--- config.mk ---
export PLATFORM = sky130hd
export DESIGN_NAME = mem_req_sequencer
export DESIGN_NICKNAME = d
export VERILOG_FILES = /design/src/rtl/mem_req_sequencer.sv
export SDC_FILE = /design/constraint.sdc
export NUM_CORES = 1
export LEC_CHECK = 0
export CAP_MARGIN = 20
export CORE_ASPECT_RATIO = 1.75
export CORE_MARGIN = 2
export CORE_UTILIZATION = 50
export CTS_CLUSTER_SIZE = 40
export DETAILED_ROUTE_END_ITERATION = 8
export PLACE_DENSITY = 0.79
export SETUP_SLACK_MARGIN = 0.05
export SLEW_MARGIN = 20
export SYNTH_ARGS = -nofsm -noshare
export SYNTH_HDL_FRONTEND = slang
export SYNTH_SLANG_ARGS = --single-unit
--- constraint.sdc ---
create_clock -name clk -period 2.15 [get_ports clk]
set_clock_uncertainty 0.05 [all_clocks]
set_input_delay 0.43 -clock clk [delete_from_list [all_inputs] [get_ports clk]]
set_output_delay 0.43 -clock clk [all_outputs]
set_load 0.02 [all_outputs]
--- src/rtl/mem_req_sequencer.sv ---
// Request sequencer: buffers host requests in a FIFO and issues one memory access at a
// time as a single-cycle read/write strobe, returning exactly one response per access.
module mem_req_sequencer #(
  parameter int ADDR_W    = 8,
  parameter int DATA_W    = 8,
  parameter int DEPTH     = 4,
  parameter int QUIET_CYC = 2,
  parameter int TIMEOUT   = 15
) (
  input  logic              clk,
  input  logic              reset,
  input  logic              req_valid,
  output logic              req_ready,
  input  logic              req_wr,
  input  logic [ADDR_W-1:0] req_addr,
  input  logic [DATA_W-1:0] req_wdata,
  output logic              read,
  output logic              write,
  output logic [ADDR_W-1:0] mem_addr,
  output logic [DATA_W-1:0] mem_wdata,
  input  logic              mem_ack,
  input  logic [DATA_W-1:0] mem_rdata,
  output logic              rsp_valid,
  output logic [DATA_W-1:0] rsp_data,
  output logic              rsp_err
);

  localparam int PTR_W   = (DEPTH > 1) ? $clog2(DEPTH) : 1;
  localparam int CNT_W   = $clog2(DEPTH) + 1;
  localparam int QC_W    = (QUIET_CYC > 1) ? $clog2(QUIET_CYC + 1) : 1;
  localparam int TM_W    = (TIMEOUT > 1) ? $clog2(TIMEOUT + 1) : 1;
  localparam int ENTRY_W = 1 + ADDR_W + DATA_W;

  localparam logic [CNT_W-1:0] FULL_CNT   = CNT_W'(DEPTH);
  localparam logic [CNT_W-1:0] CNT_ONE    = CNT_W'(1);
  localparam logic [CNT_W-1:0] CNT_ZERO   = CNT_W'(0);
  localparam logic [PTR_W-1:0] PTR_ONE    = PTR_W'(1);
  localparam logic [QC_W-1:0]  QUIET_LAST = QC_W'(QUIET_CYC - 1);
  localparam logic [QC_W-1:0]  QC_ONE     = QC_W'(1);
  localparam logic [QC_W-1:0]  QC_ZERO    = QC_W'(0);
  localparam logic [TM_W-1:0]  TIMER_LAST = TM_W'(TIMEOUT - 1);
  localparam logic [TM_W-1:0]  TM_ONE     = TM_W'(1);
  localparam logic [TM_W-1:0]  TM_ZERO    = TM_W'(0);

  typedef enum logic [1:0] {
    ST_QUIET = 2'd0,
    ST_IDLE  = 2'd1,
    ST_ISSUE = 2'd2,
    ST_WAIT  = 2'd3
  } state_t;

  state_t              state_r, state_nxt_s;
  logic [QC_W-1:0]     quiet_cnt_r, quiet_cnt_nxt_s;
  logic [TM_W-1:0]     timer_r, timer_nxt_s;
  logic                cur_wr_r, cur_wr_nxt_s;
  logic                read_r, read_nxt_s;
  logic                write_r, write_nxt_s;
  logic [ADDR_W-1:0]   mem_addr_r, mem_addr_nxt_s;
  logic [DATA_W-1:0]   mem_wdata_r, mem_wdata_nxt_s;
  logic                rsp_valid_r, rsp_valid_nxt_s;
  logic [DATA_W-1:0]   rsp_data_r, rsp_data_nxt_s;
  logic                rsp_err_r, rsp_err_nxt_s;
  logic                req_ready_r, req_ready_nxt_s;

  logic [ENTRY_W-1:0]  fifo_r [DEPTH];
  logic [PTR_W-1:0]    wr_ptr_r, rd_ptr_r;
  logic [CNT_W-1:0]    count_r, count_nxt_s;
  logic                push_s, pop_s;
  logic [ENTRY_W-1:0]  head_s;

  // ready is registered from the post-edge count, so a pop cannot open a full FIFO early
  assign push_s = req_valid && req_ready_r;
  assign head_s = fifo_r[rd_ptr_r];

  // next FIFO occupancy from this cycle's push/pop
  always_comb begin
    count_nxt_s = count_r;
    case ({push_s, pop_s})
      2'b10:   count_nxt_s = count_r + CNT_ONE;
      2'b01:   count_nxt_s = count_r - CNT_ONE;
      default: count_nxt_s = count_r;
    endcase
  end

  // FIFO storage and pointers
  always_ff @(posedge clk or negedge reset) begin
    if (!reset) begin
      for (int i = 0; i < DEPTH; i++) fifo_r[i] <= {ENTRY_W{1'b0}};
      wr_ptr_r <= {PTR_W{1'b0}};
      rd_ptr_r <= {PTR_W{1'b0}};
      count_r  <= CNT_ZERO;
    end else begin
      if (push_s) begin
        fifo_r[wr_ptr_r] <= {req_wr, req_addr, req_wdata};
        wr_ptr_r         <= wr_ptr_r + PTR_ONE;
      end
      if (pop_s) begin
        rd_ptr_r <= rd_ptr_r + PTR_ONE;
      end
      count_r <= count_nxt_s;
    end
  end

  // sequencing FSM: next state and next registered outputs
  always_comb begin
    state_nxt_s     = state_r;
    quiet_cnt_nxt_s = quiet_cnt_r;
    timer_nxt_s     = timer_r;
    cur_wr_nxt_s    = cur_wr_r;
    read_nxt_s      = 1'b0;
    write_nxt_s     = 1'b0;
    mem_addr_nxt_s  = mem_addr_r;
    mem_wdata_nxt_s = mem_wdata_r;
    rsp_valid_nxt_s = 1'b0;
    rsp_data_nxt_s  = {DATA_W{1'b0}};
    rsp_err_nxt_s   = 1'b0;
    pop_s           = 1'b0;
    case (state_r)
      ST_QUIET: begin
        if (quiet_cnt_r == QUIET_LAST) begin
          state_nxt_s     = ST_IDLE;
          quiet_cnt_nxt_s = QC_ZERO;
        end else begin
          quiet_cnt_nxt_s = quiet_cnt_r + QC_ONE;
        end
      end
      ST_IDLE: begin
        if (count_r != CNT_ZERO) begin
          pop_s           = 1'b1;
          cur_wr_nxt_s    = head_s[ENTRY_W-1];
          mem_addr_nxt_s  = head_s[DATA_W +: ADDR_W];
          mem_wdata_nxt_s = head_s[DATA_W-1:0];
          read_nxt_s      = !head_s[ENTRY_W-1];
          write_nxt_s     = head_s[ENTRY_W-1];
          state_nxt_s     = ST_ISSUE;
        end else begin
          state_nxt_s = ST_IDLE;
        end
      end
      ST_ISSUE, ST_WAIT: begin
        // an ack during the strobe cycle completes the access just like one in WAIT
        if (mem_ack) begin
          rsp_valid_nxt_s = 1'b1;
          rsp_data_nxt_s  = cur_wr_r ? {DATA_W{1'b0}} : mem_rdata;
          state_nxt_s     = ST_IDLE;
          timer_nxt_s     = TM_ZERO;
        end else if (state_r == ST_ISSUE) begin
          state_nxt_s = ST_WAIT;
          timer_nxt_s = TM_ZERO;
        end else if (timer_r == TIMER_LAST) begin
          rsp_valid_nxt_s = 1'b1;
          rsp_err_nxt_s   = 1'b1;
          state_nxt_s     = ST_IDLE;
          timer_nxt_s     = TM_ZERO;
        end else begin
          timer_nxt_s = timer_r + TM_ONE;
        end
      end
      default: begin
        state_nxt_s = ST_QUIET;
      end
    endcase
    req_ready_nxt_s = (state_nxt_s != ST_QUIET) && (count_nxt_s != FULL_CNT);
  end

  // FSM state and output registers; reset clears strobes and responses immediately
  always_ff @(posedge clk or negedge reset) begin
    if (!reset) begin
      state_r     <= ST_QUIET;
      quiet_cnt_r <= QC_ZERO;
      timer_r     <= TM_ZERO;
      cur_wr_r    <= 1'b0;
      read_r      <= 1'b0;
      write_r     <= 1'b0;
      mem_addr_r  <= {ADDR_W{1'b0}};
      mem_wdata_r <= {DATA_W{1'b0}};
      rsp_valid_r <= 1'b0;
      rsp_data_r  <= {DATA_W{1'b0}};
      rsp_err_r   <= 1'b0;
      req_ready_r <= 1'b0;
    end else begin
      state_r     <= state_nxt_s;
      quiet_cnt_r <= quiet_cnt_nxt_s;
      timer_r     <= timer_nxt_s;
      cur_wr_r    <= cur_wr_nxt_s;
      read_r      <= read_nxt_s;
      write_r     <= write_nxt_s;
      mem_addr_r  <= mem_addr_nxt_s;
      mem_wdata_r <= mem_wdata_nxt_s;
      rsp_valid_r <= rsp_valid_nxt_s;
      rsp_data_r  <= rsp_data_nxt_s;
      rsp_err_r   <= rsp_err_nxt_s;
      req_ready_r <= req_ready_nxt_s;
    end
  end

  assign read      = read_r;
  assign write     = write_r;
  assign mem_addr  = mem_addr_r;
  assign mem_wdata = mem_wdata_r;
  assign rsp_valid = rsp_valid_r;
  assign rsp_data  = rsp_data_r;
  assign rsp_err   = rsp_err_r;
  assign req_ready = req_ready_r;

endmodule

==> impl_metrics.tcl, run 1 <==
set metrics [dict create \
    grt_usage 0.202 \
    rsz0062_at_grt "yes" \
    syn_nets 342 \
    outcome "complete, no violations" \
    powerDensity_nw_per_um2 1690 \
    top_layer "met4" \
    first_iter_violations 97 \
    synth_edf_count 0 \
    cp_slowest_cell "o41a_1" \
    core_area_um2 9470 \
    synth_cell_types 36 \
    synth.most_common_cell "dfrtp_1" \
    fin_crit_sh 0.984 \
    hold_class "flip-flop to flip-flop" \
    maxCapViolations 0 \
    hpwl_um 6150 \
    crit_required_ns 2.38 \
    drt-vias-per-instance 5.37 \
    yosys_warnings 0 \
    num_antenna_cells 0 \
    htreeDepth 4 \
    setup_slack_ns 0.0344 \
    fin_crit_ns 2.12 \
    wl_met3_um 328 \
    cp-end-kind "flip-flop" \
    crit_chain "inv_2 -> nor3_4 -> ha_4 -> inv_1 -> fa_2 -> xor2_2 -> mux2i_1 -> o41a_1" \
    clk_pin_slew_ns 0.05 \
    critical-path-top-delay-family "adder cells" \
    placementRows 47 \
    place_ws_ns -0.284 \
    wl_um 9520 \
    ctsRootBufferMaster "clkbuf_16" \
    cp_max_fo 5 \
    clk_latency_ns 0.41 \
    wl_per_cell_um 18.1 \
    syn2layout_area_growth_pct 31.3 \
    io_buffers 57 \
    arrival_ns 2.35 \
    hold_viol 0 \
    numCtsBuffers 17 \
    dr.pass1.iters 4 \
    max_slew.worst_pin.slew_ns 0.494 \
    clockBufferDepth 2 \
    overflow 0 \
    slowest_delay_ns 0.37 \
    die_area_um2 10600 \
    dr_total_vias 2819 \
    drive_gt1_frac 0.385 \
    setup_tns_ns 0 \
    slew_headroom 0.671 \
    cts_tree "yes" \
    synth_common_cells "113 x dfrtp_1, 78 x mux2_2, 10 x inv_1" \
    cts_sinks 113 \
    nNetsFinal 427 \
    drc_errors 0 \
    grt_pass1_wl_um 15900 \
    maxSlewViolCount 0 \
    die_w_um 78.6 \
    yosys.area.top_type "dfrtp_1" \
    vdd_ir_drop_max_mv 1.04 \
    initial_utilization 0.515 \
    ios 58 \
    syn_avg_cell_area_um2 16.0 \
    synth.top_cell.area_share 0.580 \
    startpoint_type "flip-flop" \
    ant_nets 0 \
    crit_type "flip-flop to flip-flop" \
    setup_viol 0 \
    synth_seq_cells 113 \
    synthFlopType "dfrtp_1" \
    antenna_found_initial 0 \
    p_leak_nw 2.82 \
    yosysSeqAreaShare 0.580 \
    total_power_mw 10.8 \
    m1WireLength_um 3700 \
    wl_met2_um 5280 \
    path_buf_inv 2 \
    grt_max_degree 64 \
    grt_pass1_vias 3157 \
    fmax_mhz 473 \
    die_h_um 135 \
    place_congestion 0.763 \
    netlist_top_cells_area "dfrtp_1 58%, mux2_2 18%, mux4_1 4.9%" \
    netlist_instances 305 \
    synth_area_um2 4870 \
    synth-async-reset-ratio 1.00 \
]
[placed cells by master, fill, tap and decap left out, drive strengths merged, types with 6 or more instances in the layout]
cell,n
and2,9
buf,22
clkbuf,22
clkdlybuf4s50,56
dfrtp,113
ha,7
inv,10
mux2,86
mux4,17
nand2b,6
nand3,6
[where the power goes]
group | switching (mW) | internal, mW | leakage [nW]
clock | 0.945 | 2.11 | 0.314
sequential | 0.557 | 3.15 | 1.37
combinational | 1.66 | 2.40 | 1.14
[layer usage]
layer,vias up,global-route usage
li1,1280,-
met1,1455,0.228
met2,61,0.346
met3,23,0.0722
met4,0,0.0828
met5,-,0
[cell type report]
cell class | instances | area, um^2
Timing Repair Buffer | 79 | 786
Clock buffer | 22 | 464
Sequential cell | 113 | 2830
Fill cell | 620 | 3070
Clock inverter | 10 | 181
Tap cell | 122 | 153
Multi-Input combinational cell | 169 | 1950
Inverter | 10 | 37.5
[per-stage QoR]
step | hold WS, ns | utilization | area (um^2) | instances
4_1_cts | 0.451 | 0.674 | 6380 | 522
6_report | 0.449 | 0.676 | 6400 | 525
3_3_place_gp | 0.350 | 0.604 | 5710 | 489
3_5_place_dp | 0.359 | 0.604 | 5710 | 489
5_1_grt | 0.464 | 0.676 | 6400 | 525
2_1_floorplan | 0.0844 | - | 4900 | 305
[sequential cells by signal, summed over array words and instances (netlist names), 3 cells and up]
register	count
fifo_r	68
mem_addr	8
mem_wdata	8
rsp_data	8
timer_r	4
count_r	3
[worst paths after layout]
| path | start | end | slack [ns] | cells after the start |
|---|---|---|---|---|
| min in group asynchronous | reset | mem_wdata[1]$_DFFE_PN0N_ | 0.46 | 2 |
| min | fifo_r[52]$_DFFE_PN0P_ | fifo_r[52]$_DFFE_PN0P_ | 0.45 | 1 |
| max reg2reg | state_r[0]$_DFF_PN0_ | req_ready$_DFF_PN0_ | 0.03 | 8 |
| min reg2reg | fifo_r[52]$_DFFE_PN0P_ | fifo_r[52]$_DFFE_PN0P_ | 0.45 | 1 |
| max in group asynchronous | reset | read$_DFF_PN0_ | 0.89 | 3 |
| max | state_r[0]$_DFF_PN0_ | req_ready$_DFF_PN0_ | 0.03 | 8 |
[kinds of logic after synthesis]
group / share of synthesized area
adder cells (fa/ha/maj): 0.0221
AND/OR/NAND/NOR: 0.0498
AO/OA/AOI/OAI: 0.0133
multiplexers: 0.296
buffers and inverters: 0.0257
flip-flops: 0.580
XOR/XNOR: 0.0126
[timing repair]
| item | CTS | global route |
|---|---|---|
| cloned | 0 | 0 |
| endpoints found under the setup margin | 1 | 1 |
| pin swaps | 1 | 1 |
| buffers inserted | 0 | 3 |
| hold buffers | 1 | 0 |
| gates resized for setup | 1 | 0 |
| endpoints found under the hold margin | 32 | 0 |
Power figures use the tool's default switching activity.
==> inputs of run 2 (changes only) <==
--- a/config.mk
+++ b/config.mk
@@ -11,6 +11,7 @@
 export CORE_UTILIZATION = 50
 export CTS_CLUSTER_SIZE = 40
 export DETAILED_ROUTE_END_ITERATION = 8
+export MAX_ROUTING_LAYER = met4
 export PLACE_DENSITY = 0.79
 export SETUP_SLACK_MARGIN = 0.05
 export SLEW_MARGIN = 20
==> impl_metrics.tcl, run 2 (same netlist as run 1, synthesis figures left out) <==
set metrics [dict create \
    outcome "complete, no violations" \
    hold_viol 0 \
    drt-vias-per-instance 5.37 \
    maxSlewViolCount 0 \
    grt_usage 0.208 \
    first_iter_violations 80 \
    wl_per_cell_um 18.1 \
    drc_errors 0 \
    grt_pass1_vias 3156 \
    regMostFlops "fifo_r" \
    core_area_um2 9470 \
    die_h_um 135 \
    cts_tree "yes" \
    drive_gt1_frac 0.385 \
    cp-end-kind "flip-flop" \
    p_leak_nw 2.82 \
    htreeDepth 4 \
    rrSetupSlack_ns 0.03 \
    largest_register_ff_count 68 \
    wl_um 9500 \
    setup_viol 0 \
    placementRows 47 \
    maxCapViolations 0 \
    dr.pass1.iters 4 \
    hold_class "flip-flop to flip-flop" \
    fmax_mhz 472 \
    hold_slack_ns 0.449 \
    grt_pass1_wl_um 15900 \
    stdcell_count 525 \
    crit_type "flip-flop to flip-flop" \
    cts_sinks 113 \
    clk_latency_ns 0.41 \
    num_antenna_cells 0 \
    max_slew.worst_pin.slew_ns 0.494 \
    setup_tns_ns 0 \
    ios 58 \
    crit_required_ns 2.38 \
    grt_max_degree 64 \
    place_congestion 0.773 \
    slew_headroom 0.671 \
    final_common_cell "dfrtp_1" \
    initial_utilization 0.515 \
    cp_max_fo 5 \
    die_w_um 78.6 \
    antenna_found_initial 0 \
    ant_nets 0 \
    powerDensity_nw_per_um2 1690 \
    numCtsBuffers 17 \
    dr_total_vias 2820 \
    fin_crit_sh 0.985 \
    nNetsFinal 427 \
    rsz0062_at_grt "yes" \
    hpwl_um 6150 \
    arrival_ns 2.35 \
    clockBufferDepth 2 \
    startpoint_type "flip-flop" \
    vdd_ir_drop_max_mv 1.04 \
    fin_crit_ns 2.12 \
    overflow 0 \
    io_buffers 57 \
    syn2layout_area_growth_pct 31.3 \
    clk_pin_slew_ns 0.05 \
    die_area_um2 10600 \
    mostFrequentLayoutCells "113 x dfrtp_1, 78 x mux2_2, 56 x clkdlybuf4s50_1" \
    placed_cells 489 \
    ctsRootBufferMaster "clkbuf_16" \
]
==> run 2: cell counts in the layout (fill, tap and decap cells not counted) <==
No cell type changed its count.
==> run 2: layout make-up <==
cell class,count,area (um^2)
well taps,122,153
flip-flops and latches,113,2830
inverters,10,37.5
clock buffers,22,464
repair buffers,79,786
fillers,620,3070
multi-input cells,169,1950
clock inverters,10,181
==> run 2: what timing repair did <==
item / 4_1_cts / 5_1_grt
hold buffers: 1 / 0
pin swaps: 1 / 1
cloned: 0 / 0
resized for setup: 1 / 0
setup endpoints to repair: 1 / 1
setup buffers: 0 / 3
hold endpoints to repair: 32 / 0
==> run 2: stage by stage <==
step / area (um^2) / util / power (mW) / worst slack [ns]
floorplan: 4900 / - / 6.47 / -0.0291
global placement: 5710 / 0.604 / 7.53 / -0.204
detailed placement: 5710 / 0.604 / 7.72 / -0.284
CTS: 6380 / 0.674 / 10.9 / 0.0501
global route: 6400 / 0.676 / 11.4 / -0.0102
finish: 6400 / 0.676 / 10.8 / 0.0313
==> run 2: worst paths after layout <==
kind	start	end	cells after the start
worst min register to register	fifo_r[52]$_DFFE_PN0P_	fifo_r[52]$_DFFE_PN0P_	1
worst min-delay path	fifo_r[52]$_DFFE_PN0P_	fifo_r[52]$_DFFE_PN0P_	1
worst max register to register	state_r[0]$_DFF_PN0_	req_ready$_DFF_PN0_	8
min in group asynchronous	reset	mem_wdata[1]$_DFFE_PN0N_	2
worst max-delay path	state_r[0]$_DFF_PN0_	req_ready$_DFF_PN0_	8
max in group asynchronous	reset	rsp_data[1]$_DFF_PN0_	3
==> run 2: worst max-delay path, stage by stage (launching register included) <==
cell and delay (ns):
dfrtp_1 0.36, inv_2 0.08, nor3_4 0.25, ha_4 0.16
inv_1 0.04, fa_2 0.35, xor2_2 0.19, mux2i_1 0.12
o41a_1 0.37
==> run 2: layer usage <==
layer / track usage / vias to the layer above / share of wire
met5: - / - / 0
met4: 0.0828 / 0 / 0.023
met3: 0.0722 / 28 / 0.036
met2: 0.346 / 68 / 0.55
met1: 0.228 / 1443 / 0.39
li1: - / 1281 / -
==> run 2: power by group <==
group          switching, mW  internal (mW)  total (mW)
clock network          0.945           2.11        3.05
registers              0.557           3.15        3.70
logic                   1.66           2.40        4.06
==> edit (flow settings as in run 1) <==
Re-encode `state_t` (4 states) as Gray code, 2 bits wide.
--- a/src/rtl/mem_req_sequencer.sv
+++ b/src/rtl/mem_req_sequencer.sv
@@ -45,6 +45,6 @@
   typedef enum logic [1:0] {
-    ST_QUIET = 2'd0,
-    ST_IDLE  = 2'd1,
-    ST_ISSUE = 2'd2,
-    ST_WAIT  = 2'd3
+    ST_QUIET = 2'b00,
+    ST_IDLE  = 2'b01,
+    ST_ISSUE = 2'b11,
+    ST_WAIT  = 2'b10
   } state_t;
Check against the original RTL: no difference found for any inputs over 4 cycles, from zero or initial values and one cycle with reset low; so few cycles prove little.
==> edit against run 1 <==
- via count down 3.4%
- design area down 0.47%
- total power down 3.1%
- critical path depth unchanged
- area after synthesis down 0.28%
- setup slack better by 0.024 ns
- critical endpoint unchanged
- worst hold slack worse by 0.0061 ns
- highest routed layer unchanged
- clock power down 12%
- sequential cell count unchanged
- wire length down 4.2%
- synthesized cell count down 2.0%
==> edit: results <==
group,metric,value,unit
status,status,"finished clean",
critical_path,slowest_stage,"dfrtp_1",
critical_path,path_delay_family,"adder cells",
global_routing,grt_max_degree,43,
clock_tree,insertion_delay,0.40,ns
pwr,p_per_area,1645,nW/um^2
drt,wl_met3,230,um
layout,antenna_cells,0,
drt,wl_met1,3.656,mm
synthesis,synth_compound_area_share,1.261,%
placement,gp_congestion,0.7725,
sta,slew_headroom,67.44,%
critical_path,critPathMaxStageDelay,0.38,ns
drt,wl_met2,5.068,mm
drt,drtIter0Drc,51,
critical_path,startpoint_type,"flop",
drt,drt_wl_total,9.115,mm
synthesis,synthMuxAreaShare,29.73,%
synthesis,ys_types,38,
critical_path,reg2reg_from,"count_r[0]$_DFF_PN0_",
pwr,p_leak,2.814,nW
clock_tree,cts_setup_buffers,1,
placement,dpl-instance-area,5749,um^2
placement,hpwl,6.108,mm
global_routing,first_global_vias,2974,
synthesis,synth_nets,336,
drt,dr.pass1.iters,4,
global_routing,grt_pass1_wl,14.95,mm
pwr,max-vdd-ir-drop,1043,uV
layout,layout-drive-gt1-share,39.10,%
synthesis,yosys-top-cells-count,"dfrtp_1, mux2_2, and2_1, mux4_1",
clock_tree,max-clock-path-buffers,2,
drt,viasPerCell,5.228,
pwr,swShare,28.94,%
pwr,combinationalPower,0.00410,W
synthesis,synth.top_cells.by_area,"dfrtp_1, mux2_2, mux4_1, mux4_2, mux2_4",
global_routing,grt_use_total,19.03,%
placement,portBuffers,57,
synthesis,synth-xor-area-share,1.441,%
synthesis,synth-seq-area-share,58.17,%
min_path,hold_depth,1,
critical_path,crit_arrival,2.32,ns
clock_tree,ctsResizeCount,2,
clock_tree,clkTransAtPathRegs,0.05,ns
drt,routed.top_layer,"met4",
synthesis,synth_adder_area_share,2.214,%
synthesis,yosys_warnings,0,
critical_path,path_max_fanout,2,
clock_tree,ctsHoldBuffers,1,
die,coreArea,9468,um^2
pwr,p_clk_share,25.8,%
clock_tree,root_buffer,"clkbuf_16",
layout,largest_register,"fifo_r",
synthesis,async_flop_share,100.0,%
synthesis,synth_flop_cell,"dfrtp_1",
layout,final_nets,423,
min_path,min_from,"quiet_cnt_r[0]$_DFFE_PN0N_",
## edit: cell count changes after synthesis, moves of 2 or more
cell	run 1	this run
nor3_2	2	0
nand2b_1	6	4
nand2_1	5	3
inv_1	10	8
## edit: logic make-up after synthesis
| group | after synthesis |
|---|---|
| DFF | 113 |
| xor gates and xnor gates | 8 |
| AOI/OAI and AO/OA | 8 |
| adders and majority gates | 8 |
| muxes | 106 |
| buffers and inverters | 21 |
| and+or+nand+nor | 35 |
## edit: layout make-up
class,instances,area [um^2]
inverters,8,30.03
repair buffers,81,825.8
well taps,122,152.6
fillers,641,3098
flip-flops and latches,113,2828
clock inverters,5,75.07
multi-input cells,165,1956
clock buffers,27,503.0
## edit: final timing paths
check	end	slack, ns
hold / removal	quiet_cnt_r[0]$_DFFE_PN0N_	0.44
hold reg to reg	quiet_cnt_r[0]$_DFFE_PN0N_	0.44
min in group asynchronous	fifo_r[53]$_DFFE_PN0P_	0.48
setup / recovery	req_ready$_DFF_PN0_	0.06
max in group asynchronous	count_r[1]$_DFF_PN0_	1.00
setup reg to reg	req_ready$_DFF_PN0_	0.06
## edit: stage by stage
step / TNS, ns / hold WS (ns) / utilization [%] / worst slack (ns) / instances
finish: 0 / 0.4428 / 67.28 / 0.05788 / 521
global route: -0.0008014 / 0.4595 / 67.28 / -0.0008014 / 521
CTS: 0 / 0.4424 / 67.09 / 0.007918 / 519
detailed placement: -0.4174 / 0.3667 / 60.72 / -0.3085 / 485
global placement: -0.2694 / 0.3603 / 60.72 / -0.2098 / 485
floorplan: -0.1091 / 0.08441 / - / -0.1091 / 299
## edit: per-layer routing
metal	vias to the layer above	GRT usage, %
li1	1257	-
met1	1420	22.56
met2	35	32.67
met3	12	5.451
met4	0	7.018
met5	-	0
